**src/rtl/wb_cmd_master.sv**
```systemverilog
// Wishbone classic initiator: one command becomes one single-beat bus cycle,
// bounded by a timeout and answered on a valid/ready response channel.
//
// state  | meaning
// -------+-----------------------------------------------------------
// S_IDLE | cmd_ready high, waiting for a command
// S_BUS  | cyc/stb asserted, waiting for ack or terminal count
// S_RESP | response held on rsp_* until the consumer takes it
module wb_cmd_master #(
    parameter int unsigned TIMEOUT = 255
) (
    input  logic        wb_clk_i,
    input  logic        wb_rst_i,
    input  logic        cmd_valid,
    output logic        cmd_ready,
    input  logic        cmd_we,
    input  logic [31:0] cmd_adr,
    input  logic [31:0] cmd_dat,
    input  logic [3:0]  cmd_sel,
    output logic        rsp_valid,
    input  logic        rsp_ready,
    output logic [31:0] rsp_dat,
    output logic        rsp_timeout,
    output logic        wbm_cyc_o,
    output logic        wbm_stb_o,
    output logic        wbm_we_o,
    output logic [31:0] wbm_adr_o,
    output logic [31:0] wbm_dat_o,
    output logic [3:0]  wbm_sel_o,
    input  logic [31:0] wbm_dat_i,
    input  logic        wbm_ack_i
);

    typedef enum logic [1:0] {S_IDLE, S_BUS, S_RESP} state_t;

    localparam logic [15:0] CNT_LAST = 16'(TIMEOUT - 1);

    state_t      state, state_nxt;
    logic [15:0] cnt, cnt_nxt;
    logic        term;

    logic        cmd_ready_nxt, rsp_valid_nxt, rsp_timeout_nxt;
    logic [31:0] rsp_dat_nxt;
    logic        cyc_nxt, stb_nxt, we_nxt;
    logic [31:0] adr_nxt, dat_nxt;
    logic [3:0]  sel_nxt;

    assign term = (cnt == CNT_LAST);

    // State and every output live in this one register bank.
    always_ff @(posedge wb_clk_i) begin
        if (wb_rst_i) begin
            state       <= S_IDLE;
            cnt         <= '0;
            cmd_ready   <= 1'b1;
            rsp_valid   <= 1'b0;
            rsp_dat     <= '0;
            rsp_timeout <= 1'b0;
            wbm_cyc_o   <= 1'b0;
            wbm_stb_o   <= 1'b0;
            wbm_we_o    <= 1'b0;
            wbm_adr_o   <= '0;
            wbm_dat_o   <= '0;
            wbm_sel_o   <= '0;
        end else begin
            state       <= state_nxt;
            cnt         <= cnt_nxt;
            cmd_ready   <= cmd_ready_nxt;
            rsp_valid   <= rsp_valid_nxt;
            rsp_dat     <= rsp_dat_nxt;
            rsp_timeout <= rsp_timeout_nxt;
            wbm_cyc_o   <= cyc_nxt;
            wbm_stb_o   <= stb_nxt;
            wbm_we_o    <= we_nxt;
            wbm_adr_o   <= adr_nxt;
            wbm_dat_o   <= dat_nxt;
            wbm_sel_o   <= sel_nxt;
        end
    end

    always_comb begin
        state_nxt = state;
        case (state)
            S_IDLE:  if (cmd_valid)              state_nxt = S_BUS;
            S_BUS:   if (wbm_ack_i || term)      state_nxt = S_RESP;
            S_RESP:  if (rsp_ready)              state_nxt = S_IDLE;
            default:                             state_nxt = S_IDLE;
        endcase
    end

    always_comb begin
        cmd_ready_nxt   = (state_nxt == S_IDLE);
        cnt_nxt         = cnt;
        rsp_valid_nxt   = rsp_valid;
        rsp_dat_nxt     = rsp_dat;
        rsp_timeout_nxt = rsp_timeout;
        cyc_nxt         = wbm_cyc_o;
        stb_nxt         = wbm_stb_o;
        we_nxt          = wbm_we_o;
        adr_nxt         = wbm_adr_o;
        dat_nxt         = wbm_dat_o;
        sel_nxt         = wbm_sel_o;
        case (state)
            S_IDLE: begin
                if (cmd_valid) begin
                    we_nxt  = cmd_we;
                    adr_nxt = cmd_adr;
                    dat_nxt = cmd_dat;
                    sel_nxt = cmd_sel;
                    cyc_nxt = 1'b1;
                    stb_nxt = 1'b1;
                    cnt_nxt = '0;
                end
            end
            S_BUS: begin
                // Ack wins over a simultaneous terminal count.
                if (wbm_ack_i) begin
                    cyc_nxt         = 1'b0;
                    stb_nxt         = 1'b0;
                    rsp_dat_nxt     = wbm_we_o ? 32'd0 : wbm_dat_i;
                    rsp_timeout_nxt = 1'b0;
                    rsp_valid_nxt   = 1'b1;
                end else if (term) begin
                    cyc_nxt         = 1'b0;
                    stb_nxt         = 1'b0;
                    rsp_dat_nxt     = 32'd0;
                    rsp_timeout_nxt = 1'b1;
                    rsp_valid_nxt   = 1'b1;
                end else begin
                    cnt_nxt = cnt + 16'd1;
                end
            end
            S_RESP: begin
                if (rsp_ready) rsp_valid_nxt = 1'b0;
            end
            default: begin
            end
        endcase
    end

endmodule
```
**config.mk**
```make
export PLATFORM = sky130hd
export DESIGN_NAME = wb_cmd_master
export DESIGN_NICKNAME = d
export VERILOG_FILES = /design/src/rtl/wb_cmd_master.sv
export SDC_FILE = /design/constraint.sdc
export NUM_CORES = 1
export LEC_CHECK = 0
export CORE_MARGIN = 8
export CORE_UTILIZATION = 35
export CTS_CLUSTER_SIZE = 20
export DETAILED_ROUTE_END_ITERATION = 10
export GPL_ROUTABILITY_DRIVEN = 0
export PLACE_DENSITY = 0.69
export REMOVE_ABC_BUFFERS = 1
export SYNTH_ARGS = -nofsm -noshare
export SYNTH_HDL_FRONTEND = slang
export SYNTH_SLANG_ARGS = --single-unit
```
**constraint.sdc**
```tcl
create_clock -name wb_clk_i -period 3 [get_ports wb_clk_i]
set_input_delay 0.6 -clock wb_clk_i [delete_from_list [all_inputs] [get_ports wb_clk_i]]
set_output_delay 0.6 -clock wb_clk_i [all_outputs]
set_load 0.005 [all_outputs]
```
==> metrics.txt <==
# TYPE chip_impl_metric gauge
chip_impl_info{name="status",value="completed"} 1
chip_impl_info{name="cells_along_the_critical_path",value="inv_1 > ha_1 > or4b_1 > or4_1 > nand4_1 > mux2_1"} 1
chip_impl_metric{name="worst-path-max-fanout",unit=""} 6
chip_impl_metric{name="core_region_area",unit="mm²"} 0.0126
chip_impl_metric{name="worst_ir_drop_vdd",unit="V"} 0.000389
chip_impl_metric{name="cts_post_setup_buffers_inserted",unit=""} 0
chip_impl_metric{name="cts-buffers-inserted",unit=""} 17
chip_impl_metric{name="numClockSinks",unit=""} 123
chip_impl_info{name="startpoint_type",value="flop"} 1
chip_impl_metric{name="synth_compound_area_share",unit="%"} 19.9
chip_impl_metric{name="clkSlewWorstSetupHoldPaths",unit="ns"} 0.05
chip_impl_info{name="crit_path_kind",value="flop to flop"} 1
chip_impl_metric{name="fin_ws",unit="ns"} 0.687
chip_impl_info{name="rsz0062_at_grt",value="false"} 1
chip_impl_metric{name="max_slew_margin",unit="%"} 61.0
chip_impl_metric{name="grt_start_max_net_pins",unit=""} 72
chip_impl_metric{name="synth_enable_flop_cells",unit=""} 0
chip_impl_metric{name="synth.yosys.seq_area_share",unit="%"} 54.8
chip_impl_metric{name="initialDrtViolationCount",unit=""} 211
chip_impl_info{name="critical-path-top-delay-family",value="simple AND/OR/NAND/NOR gates"} 1
chip_impl_metric{name="grt_pass1_vias",unit=""} 4432
chip_impl_metric{name="synthMuxAreaShare",unit="%"} 0.752
chip_impl_metric{name="first_pass_grt_wire_length",unit="µm"} 23100
chip_impl_info{name="ys_dominant_reg_cell",value="sky130_fd_sc_hd__dfxtp_1"} 1
chip_impl_metric{name="detail_route.wirelength",unit="µm"} 14900
chip_impl_metric{name="num_vias",unit=""} 4449
chip_impl_metric{name="power_density",unit="mW/mm²"} 591
chip_impl_metric{name="initial_core_util",unit="%"} 35.7
chip_impl_metric{name="ys_ff_latch",unit=""} 123
chip_impl_info{name="r2r_start",value="cnt[0]"} 1
chip_impl_info{name="hold_start",value="wbm_adr_o[8]"} 1
chip_impl_metric{name="critical_path_arrival",unit="ns"} 2.61
chip_impl_metric{name="die_height",unit="µm"} 129
chip_impl_info{name="tritoncts_clock_tree",value="built"} 1
chip_impl_metric{name="totalPowerFinal",unit="mW"} 4.34
chip_impl_metric{name="grt_use_total",unit="%"} 17.7
chip_impl_metric{name="drt_pass1_iterations",unit=""} 5
chip_impl_metric{name="port_buffers",unit=""} 211
chip_impl_info{name="worstHoldPathType",value="flop to flop"} 1
chip_impl_metric{name="slew_viol_final",unit=""} 0
chip_impl_metric{name="finalCriticalPeriod",unit="ns"} 2.31
chip_impl_info{name="critical_path.slowest_cell",value="sky130_fd_sc_hd__or4_1"} 1
chip_impl_metric{name="synth_warnings",unit=""} 0
chip_impl_metric{name="critical_path.max_stage_delay",unit="ns"} 0.66
chip_impl_info{name="mostFrequentLayoutCell",value="sky130_fd_sc_hd__clkdlybuf4s50_1"} 1
chip_impl_info{name="cp-end-kind",value="flop"} 1
chip_impl_metric{name="io-pin-count",unit=""} 212
chip_impl_metric{name="antenna_violating_nets_post_route",unit=""} 0
chip_impl_metric{name="post_synthesis_adder_cell_area_fraction",unit="%"} 0.557
chip_impl_metric{name="post_route_cells_drive_above_1_share",unit="%"} 6.82
chip_impl_metric{name="post_cts_resized",unit=""} 0
chip_impl_info{name="clock_tree.root_cell",value="sky130_fd_sc_hd__clkbuf_16"} 1
chip_impl_metric{name="nFillCells",unit=""} 1095
chip_impl_metric{name="synth.cell_area",unit="mm²"} 0.00449
chip_impl_metric{name="synthesis.instances",unit=""} 508
chip_impl_metric{name="die_width",unit="µm"} 129
chip_impl_metric{name="synth_xor_area_share",unit="%"} 0
chip_impl_metric{name="cellLeakagePower",unit="nW"} 2.66
chip_impl_metric{name="antenna-diode-count",unit=""} 0
chip_impl_metric{name="syn_avg_cell_area",unit="µm²"} 8.84
chip_impl_info{name="synth_top_family_by_area",value="compound AO/OA/AOI/OAI gates"} 1
chip_impl_metric{name="synth.lib_cells_used.distinct",unit=""} 41
chip_impl_metric{name="cts_max_path_buffers",unit=""} 2
chip_impl_metric{name="cts_htree_levels",unit=""} 4
chip_impl_metric{name="critical_path_required_time",unit="ns"} 3.30
chip_impl_info{name="dominant_cells_by_area_after_synthesis",value="sky130_fd_sc_hd__dfxtp_1, sky130_fd_sc_hd__nand2_1, sky130_fd_sc_hd__a21oi_1"} 1
chip_impl_metric{name="finalSetupViolations",unit=""} 0
chip_impl_metric{name="area.growth.synth_to_final",unit="%"} 63.5
chip_impl_metric{name="clk_lat_worst_skew",unit="ns"} 0.41
chip_impl_metric{name="max_freq",unit="GHz"} 0.432
chip_impl_metric{name="synth_top_area_share",unit="%"} 54.8
chip_impl_metric{name="hold_buffers",unit=""} 0
chip_impl_metric{name="max_slew.worst_pin.slew",unit="ns"} 0.586
chip_impl_metric{name="final_hold_viols",unit=""} 0
chip_impl_metric{name="timing.clock.skew",unit="ns"} 0.00692
chip_impl_metric{name="drc_violations_left",unit=""} 0
chip_impl_metric{name="max-cap-violations",unit=""} 0
chip_impl_info{name="highest_count_cells_in_the_layout_ignoring_fill_and_taps",value="sky130_fd_sc_hd__clkdlybuf4s50_1, sky130_fd_sc_hd__nand2_1, sky130_fd_sc_hd__dfxtp_1"} 1
chip_impl_metric{name="number_of_core_rows",unit=""} 41
chip_impl_metric{name="wl_per_cell",unit="µm"} 16.8
chip_impl_metric{name="post_place_setup_slack",unit="ns"} 0.274
chip_impl_metric{name="worstPathBufferInverterCount",unit=""} 1
chip_impl_metric{name="area_fraction_in_and_or_nand_and_nor_cells_after_synthesis",unit="%"} 19.8
chip_impl_metric{name="gr-total-overflow",unit=""} 0
chip_impl_metric{name="finish.net_count",unit=""} 815
chip_impl_metric{name="final_cycle_share",unit="%"} 77.1
chip_impl_metric{name="antenna_found_initial",unit=""} 0
chip_impl_metric{name="hpwlAfterDp",unit="µm"} 10900
chip_impl_metric{name="design.die.area",unit="mm²"} 0.0167
chip_impl_metric{name="synth_async_sr_flop_share",unit="%"} 0
chip_impl_info{name="synth_area_leader_cell",value="sky130_fd_sc_hd__dfxtp_1"} 1
chip_impl_metric{name="route.detailed.vias_per_inst",unit=""} 5.00
chip_impl_info{name="critPathLaunch",value="cnt[0]"} 1
## layout make-up
class                      count  area [µm²]  share of cell area [%]
timing repair buffer         222        2200                    30.0
inverter                       5        18.8                   0.256
sequential                   123        2460                    33.5
clock buffer                  22         474                    6.46
multi-input combinational    338        1850                    25.2
tap                          172         215                    2.93
clock inverter                 8         118                    1.60
## power breakdown
| part | internal, mW | switching, mW |
|---|---|---|
| logic | 0.319 | 0.224 |
| clock network | 1.36 | 0.684 |
| registers | 1.72 | 0.0426 |
## registers in the layout (all words and copies together), names as in the netlist
register,cells
wbm_we_o,1
wbm_dat_o,32
wbm_adr_o,32
state,2
rsp_timeout,1
rsp_valid,1
cmd_ready,1
rsp_dat,32
wbm_stb_o,1
wbm_sel_o,4
cnt,16
## kinds of logic after synthesis
group	after synthesis
DFF	123
buffers and inverters	47
AOI/OAI and AO/OA	135
adders and majority gates	2
muxes	3
and+or+nand+nor	198
## tightest hold or removal path, cell delays in order (launching register included)
cell and delay [ns]:
sky130_fd_sc_hd__dfxtp_1 0.30, sky130_fd_sc_hd__nand2_1 0.05, sky130_fd_sc_hd__a21oi_1 0.05
## routing by layer
metal	global-route usage, %	up-vias	part of all wire (%)
met4	9.68	0	3.7
met1	18.4	2071	36
met2	31.1	149	53
li1	-	2193	-
met5	0	-	0
met3	5.92	36	6.8
## synth_stat cells, drive strengths merged (4+ instances only)
cell    instances
nand2         145
dfxtp         123
a21oi          81
clkbuf         34
a32o           32
buf             8
o31ai           7
or4             7
nand3           6
nand4           6
nor2            6
and3            5
inv             5
or3             5
o21ai           4
## final timing paths
| path | slack [ns] | cells past startpoint | to |
|---|---|---|---|
| max | 0.69 | 6 | cnt[10] |
| min | 0.45 | 2 | wbm_adr_o[8] |
| min reg2reg | 0.45 | 2 | wbm_adr_o[8] |
| max reg2reg | 0.69 | 6 | cnt[10] |
## per-stage QoR
step                      setup TNS, ns  std cells  hold slack (ns)  area (µm²)  utilization, %
after CTS                             0        890            0.452        7340            58.4
after detailed placement              0        860            0.446        6750            53.7
after floorplan                 -140.76        466            0.447        4320               -
after global routing                  0        890            0.466        7340            58.4
after global placement                0        860            0.441        6750            53.7
final                                 0        890            0.450        7340            58.4
(Power assumes the default switching activity.)
